## src/rtl/regfile_arb_pkg.sv

```systemverilog
// Shared types for the regfile write arbiter.
// Defaults for data/address width, requester ids and the buffered entry.
package regfile_arb_pkg;

    localparam int ARB_WIDTH  = 32;
    localparam int ARB_ADDR_W = 5;
    localparam int ARB_DEPTH  = 2;

    typedef enum logic {
        REQ_A = 1'b0,
        REQ_B = 1'b1
    } req_id_t;

    typedef struct packed {
        logic [ARB_ADDR_W-1:0] addr;
        logic [ARB_WIDTH-1:0]  data;
    } wb_entry_t;

    function automatic logic is_zero_reg(
        input logic [ARB_ADDR_W-1:0] addr
    );
        return addr == '0;
    endfunction

endpackage

```

## src/rtl/wb_fifo.sv

```systemverilog
// Small circular FIFO buffering one writeback requester.
// Ports: Clk, Rst_n, push/push_data in, pop in, full/empty/head out.
module wb_fifo
    import regfile_arb_pkg::*;
#(
    parameter int  DEPTH   = ARB_DEPTH,
    parameter type entry_t = wb_entry_t
) (
    input  logic   Clk,
    input  logic   Rst_n,
    input  logic   push,
    input  entry_t push_data,
    input  logic   pop,
    output logic   full,
    output logic   empty,
    output entry_t head
);

    localparam int PW = $clog2(DEPTH);
    localparam int CW = $clog2(DEPTH) + 1;

    entry_t         mem [DEPTH];
    logic [PW-1:0]  wr_ptr;
    logic [PW-1:0]  rd_ptr;
    logic [CW-1:0]  count;
    logic           do_push;
    logic           do_pop;

    // A full FIFO refuses a push even when it pops in the same cycle.
    assign do_push = push && !full;
    assign do_pop  = pop && !empty;

    assign full  = (count == CW'(DEPTH));
    assign empty = (count == '0);
    assign head  = mem[rd_ptr];

    // Storage carries no reset; validity is tracked by count alone.
    always_ff @(posedge Clk) begin
        if (do_push) begin
            mem[wr_ptr] <= push_data;
        end
    end

    // Pointers wrap naturally because DEPTH is a power of two.
    always_ff @(posedge Clk or negedge Rst_n) begin
        if (!Rst_n) begin
            wr_ptr <= '0;
            rd_ptr <= '0;
            count  <= '0;
        end else begin
            if (do_push) begin
                wr_ptr <= wr_ptr + 1'b1;
            end
            if (do_pop) begin
                rd_ptr <= rd_ptr + 1'b1;
            end
            unique case ({do_push, do_pop})
                2'b10:   count <= count + 1'b1;
                2'b01:   count <= count - 1'b1;
                default: count <= count;
            endcase
        end
    end

endmodule

```

## src/rtl/regfile_write_arbiter.sv

```systemverilog
// Shares the regfile write port between the ALU (A) and load (B) paths.
// Ports: Clk, Rst_n; A_/B_ Valid/Ready/Addr/Data; RegWrite, WriteRegister,
// WriteData, Conflict, Idle. Define FIXED_PRIO_EN for A-first priority.
module regfile_write_arbiter
    import regfile_arb_pkg::*;
#(
    parameter int WIDTH  = ARB_WIDTH,
    parameter int ADDR_W = ARB_ADDR_W,
    parameter int DEPTH  = ARB_DEPTH
) (
    input  logic              Clk,
    input  logic              Rst_n,
    input  logic              A_Valid,
    output logic              A_Ready,
    input  logic [ADDR_W-1:0] A_Addr,
    input  logic [WIDTH-1:0]  A_Data,
    input  logic              B_Valid,
    output logic              B_Ready,
    input  logic [ADDR_W-1:0] B_Addr,
    input  logic [WIDTH-1:0]  B_Data,
    output logic              RegWrite,
    output logic [ADDR_W-1:0] WriteRegister,
    output logic [WIDTH-1:0]  WriteData,
    output logic              Conflict,
    output logic              Idle
);

    typedef struct packed {
        logic [ADDR_W-1:0] addr;
        logic [WIDTH-1:0]  data;
    } entry_t;

    entry_t a_in;
    entry_t b_in;
    entry_t a_head;
    entry_t b_head;
    entry_t g_head;
    logic   a_full;
    logic   a_empty;
    logic   b_full;
    logic   b_empty;
    logic   a_push;
    logic   b_push;
    logic   gnt_a;
    logic   gnt_b;

`ifndef FIXED_PRIO_EN
    req_id_t last_grant;
`endif

    assign a_in    = '{addr: A_Addr, data: A_Data};
    assign b_in    = '{addr: B_Addr, data: B_Data};
    assign A_Ready = !a_full;
    assign B_Ready = !b_full;
    assign a_push  = A_Valid && A_Ready;
    assign b_push  = B_Valid && B_Ready;

    wb_fifo #(
        .DEPTH   (DEPTH),
        .entry_t (entry_t)
    ) u_fifo_a (
        .Clk       (Clk),
        .Rst_n     (Rst_n),
        .push      (a_push),
        .push_data (a_in),
        .pop       (gnt_a),
        .full      (a_full),
        .empty     (a_empty),
        .head      (a_head)
    );

    wb_fifo #(
        .DEPTH   (DEPTH),
        .entry_t (entry_t)
    ) u_fifo_b (
        .Clk       (Clk),
        .Rst_n     (Rst_n),
        .push      (b_push),
        .push_data (b_in),
        .pop       (gnt_b),
        .full      (b_full),
        .empty     (b_empty),
        .head      (b_head)
    );

    always_comb begin
        gnt_a = 1'b0;
        gnt_b = 1'b0;
        unique case (1'b1)
            (!a_empty && !b_empty): begin
`ifdef FIXED_PRIO_EN
                gnt_a = 1'b1;
`else
                // Whoever was not served last time goes now.
                gnt_a = (last_grant == REQ_B);
                gnt_b = (last_grant == REQ_A);
`endif
            end
            (!a_empty && b_empty): gnt_a = 1'b1;
            (a_empty && !b_empty): gnt_b = 1'b1;
            default: ;
        endcase
    end

    assign g_head = gnt_a ? a_head : b_head;

    // Register 0 entries are consumed and loaded but never enabled.
    always_ff @(posedge Clk or negedge Rst_n) begin
        if (!Rst_n) begin
            RegWrite      <= 1'b0;
            WriteRegister <= '0;
            WriteData     <= '0;
        end else if (gnt_a || gnt_b) begin
            RegWrite      <= (g_head.addr != '0);
            WriteRegister <= g_head.addr;
            WriteData     <= g_head.data;
        end else begin
            RegWrite      <= 1'b0;
        end
    end

`ifndef FIXED_PRIO_EN
    // Reset to B so that A wins the first contended cycle.
    always_ff @(posedge Clk or negedge Rst_n) begin
        if (!Rst_n) begin
            last_grant <= REQ_B;
        end else if (gnt_a) begin
            last_grant <= REQ_A;
        end else if (gnt_b) begin
            last_grant <= REQ_B;
        end
    end
`endif

    assign Conflict = !a_empty && !b_empty
                   && (a_head.addr == b_head.addr)
                   && (a_head.addr != '0);

    assign Idle = a_empty && b_empty && !RegWrite;

endmodule

```

## config.mk

```make
export PLATFORM = sky130hd
export DESIGN_NAME = regfile_write_arbiter
export DESIGN_NICKNAME = d
export VERILOG_FILES = /design/src/rtl/regfile_arb_pkg.sv /design/src/rtl/wb_fifo.sv /design/src/rtl/regfile_write_arbiter.sv
export SDC_FILE = /design/constraint.sdc
export NUM_CORES = 1
export LEC_CHECK = 0
export ABC_AREA = 1
export BUFFER_PORTS_ARGS = -buffer_cell sky130_fd_sc_hd__buf_2
export CORE_MARGIN = 5
export CORE_UTILIZATION = 40
export CTS_CLUSTER_DIAMETER = 100
export DETAILED_ROUTE_END_ITERATION = 7
export PLACE_DENSITY = 0.58
export SLEW_MARGIN = 20
export SYNTH_ARGS = -nofsm -noshare
export SYNTH_HDL_FRONTEND = slang
export SYNTH_HIERARCHICAL = 1
export SYNTH_SLANG_ARGS = --single-unit
```

## constraint.sdc

```tcl
create_clock -name Clk -period 3.7 [get_ports Clk]
set_input_delay 0.185 -clock Clk [delete_from_list [all_inputs] [get_ports Clk]]
set_output_delay 0.185 -clock Clk [all_outputs]
set_load 0.02 [all_outputs]
```

==> metrics.txt <==
die area=22600 µm²; crit end category=output pin; Max Slew Vio Count=0; worst endpoint required time=3.51 ns; CTS clk-pin slew, worst paths=about 0.070 ns; fin nets=around 960; result of the run=finished clean; GR met1 Demand/Resource=0.235; WL/cell=16.1 µm; Syn Inst Count=689; dpl hpwl=11400 µm; TritonRoute pass-1 iters=4; Pwr Density=875 nW/µm²; mapped cell area=7870 µm²; LEAKAGE=between 4 and 5 nW; Seq/Total Area, Yosys=0.714; slowest stage delay, CP=0.55 ns; global-route wire length before repair=29000 µm; antenna-violating nets left=0; H-tree depth=4; Cell Rows=51; routability cong.=0.792; Layout area overhead=28.2%; die height=~150 µm; Setup TNS=0 ns; Min-Delay Path Class=in -> reg; average size of a mapped cell=11.4 µm²; syn nets=769; via density per instance=4.66; Max-slew headroom=0.363; GRT Overall Usage=0.170; Setup Crit Path Kind=reg -> out; library cells used by synthesis=27; vias in the first global route=5368; detailed router's first-iteration violation count=301; CTS tree=built; top post-synthesis cells by area=edfxtp_1, dfrtp_1, nand2_1, nor2_1, nor3_1; Worst Setup Start Kind=register; Worst EP arrival=2.29 ns; slowest stage cell, crit path=nand2_2; RSZ-0062 raised after global routing=false; initial antenna violation count=0; pin count of the biggest net entering global routing=39; Final Hold Fails=0; core footprint=19400 µm²; GRT busiest layer=met2; port bufs=119; CTS sink cnt=195; routed vias=5387; Synth Warn #=6; DRC=0; Num CTS Buffers=17; Tcrit/Tclk final=0.668; f_max=405 MHz; Max clock buf depth=2; Worst Path Max Fanout=34; CP cell instances=inv_2, nand2_1, inv_2, nand2_2, nor2_1, buf_2; Placed Cells=1050; die width=150 µm; number of max-cap violations=0; Setup violations, final=0; area leader, netlist=edfxtp_1; Overflow after GRT=0; M2 GR Usage=0.277; most used cell, CP=inv_2; routed wire length=approximately 19000 µm; worst vdd ir=458 µV; clk_lat worst skew=0.43 ns; Finished Layout Cells=1156; Worst-Margin Slew=around 0.95 ns; Initial Util=0.406; #FFs+latches synth=195; grt met3 use=0.0403; post-CTS resize count=0; Top Ports=120; final clock skew=about 0.010 ns; CTS root buffer=clkbuf_16; Final min period=approximately 2.5 ns; share of layout cells above drive strength 1=0.215; ant diodes=0; Synth top area share=0.565
-- sequential cells by signal, summed over array words and instances (netlist names) --
register and cells:
WriteRegister 5, u_fifo_b/mem 74, u_fifo_b/rd_ptr 1, u_fifo_a/count 2, u_fifo_a/mem 74, u_fifo_b/wr_ptr 1, RegWrite 1, last_grant 1
u_fifo_a/wr_ptr 1, u_fifo_b/count 2, WriteData 32, u_fifo_a/rd_ptr 1
-- metal layers --
| layer | up-vias | wire, µm |
|---|---|---|
| met3 | 6 | 960 |
| met5 | - | 0 |
| met4 | 0 | 88 |
| met2 | 137 | 8900 |
| met1 | 2579 | 8660 |
| li1 | 2665 | - |
-- layout make-up --
cell class | count | area [µm²]
Fill cell | 1725 | 9310
Multi-Input combinational cell | 426 | 1900
Timing Repair Buffer | 201 | 1400
Sequential cell | 195 | 5620
Clock buffer | 19 | 443
Inverter | 37 | 139
Clock inverter | 13 | 253
Tap cell | 265 | 332
-- final timing paths --
kind / start / endpoint / slack (ns) / cells after the start
worst min register to register: u_fifo_b/count[1] / u_fifo_b/count[1] / 0.48 / 2
max in group asynchronous: Rst_n / WriteData[8] / 2.58 / 3
worst max register to register: u_fifo_b/count[0] / u_fifo_b/count[1] / 1.33 / 13
worst min-delay path: A_Data[19] / u_fifo_a/mem[1][19] / 0.04 / 1
worst max-delay path: u_fifo_b/count[0] / Idle / 1.23 / 6
min in group asynchronous: Rst_n / WriteRegister[0] / 0.36 / 2
-- stage by stage --
stage               power (mW)  cell area [µm²]   util  hold slack [ns]  setup slack, ns
floorplan                 5.81             7870      -           -0.111            0.947
global placement          6.67             8650  0.446            0.287             1.44
detailed placement        6.71             8650  0.446            0.292             1.34
CTS                       8.93            10100  0.520           0.0106             1.19
global route              9.42            10100  0.520           0.0116             1.00
finish                    8.83            10100  0.520           0.0391             1.23
-- repair_timing --
item,4_1_cts,5_1_grt
hold buffers,74,0
hold endpoints to repair,173,0
setup buffers,0,0
-- critical path, delay by kind of cell, from the launching register on --
kind | cells | cell delay (ns)
flops | 1 | 0.44
buf+inv | 3 | 0.56
simple gates | 3 | 0.86
-- cells by family (layout without fill, tap and decap cells) --
family / Yosys count / in the layout / share of synthesized area
fa+ha+maj: 2 / 2 / 0.00318
xor+xnor: 4 / 4 / 0.00445
simple gates: 395 / 395 / 0.213
flops: 195 / 195 / 0.714
compound gates: 25 / 25 / 0.0183
buf+inv: 68 / 270 / 0.0471
-- cell usage after synthesis --
| master | instances |
|---|---|
| nand2_1 | 258 |
| nor3_1 | 36 |
| xor2_1 | 2 |
| inv_2 | 5 |
| ha_1 | 2 |
| xnor2_1 | 2 |
| buf_1 | 1 |
| o22ai_1 | 12 |
| dfrtp_1 | 46 |
| o21ai_0 | 8 |
| nor2_1 | 67 |
| nor3_2 | 18 |
| nand3_1 | 9 |
| nor2_2 | 1 |
| nand2_2 | 1 |
| buf_6 | 9 |
| edfxtp_1 | 148 |
| buf_4 | 10 |
| o21ai_1 | 2 |
| clkbuf_1 | 3 |
| buf_2 | 8 |
| nand4_1 | 4 |
| a21oi_1 | 2 |
| o21ai_2 | 1 |
| inv_1 | 32 |
| nor2_4 | 1 |
| dfstp_2 | 1 |
-- power by group --
| part | total [mW] | internal [mW] | switching, mW |
|---|---|---|---|
| Sequential | 3.38 | 3.12 | 0.259 |
| Combinational | 3.29 | 1.02 | 2.27 |
| Clock | 2.16 | 1.36 | 0.800 |
-- cell usage in the layout, fill, tap and decap left out, drive strengths merged --
master         n
o22ai         12
clkbuf        19
ha             2
xnor2          2
o21ai         11
nand4          4
nand3          9
xor2           2
nor3          54
edfxtp       148
bufinv         7
dfstp          1
dlygate4sd3   74
clkinvlp       1
buf          127
nor2          69
dfrtp         46
nand2        259
a21oi          2
clkinv         4
inv           38
No activity file was read; power rests on OpenSTA's default activity.
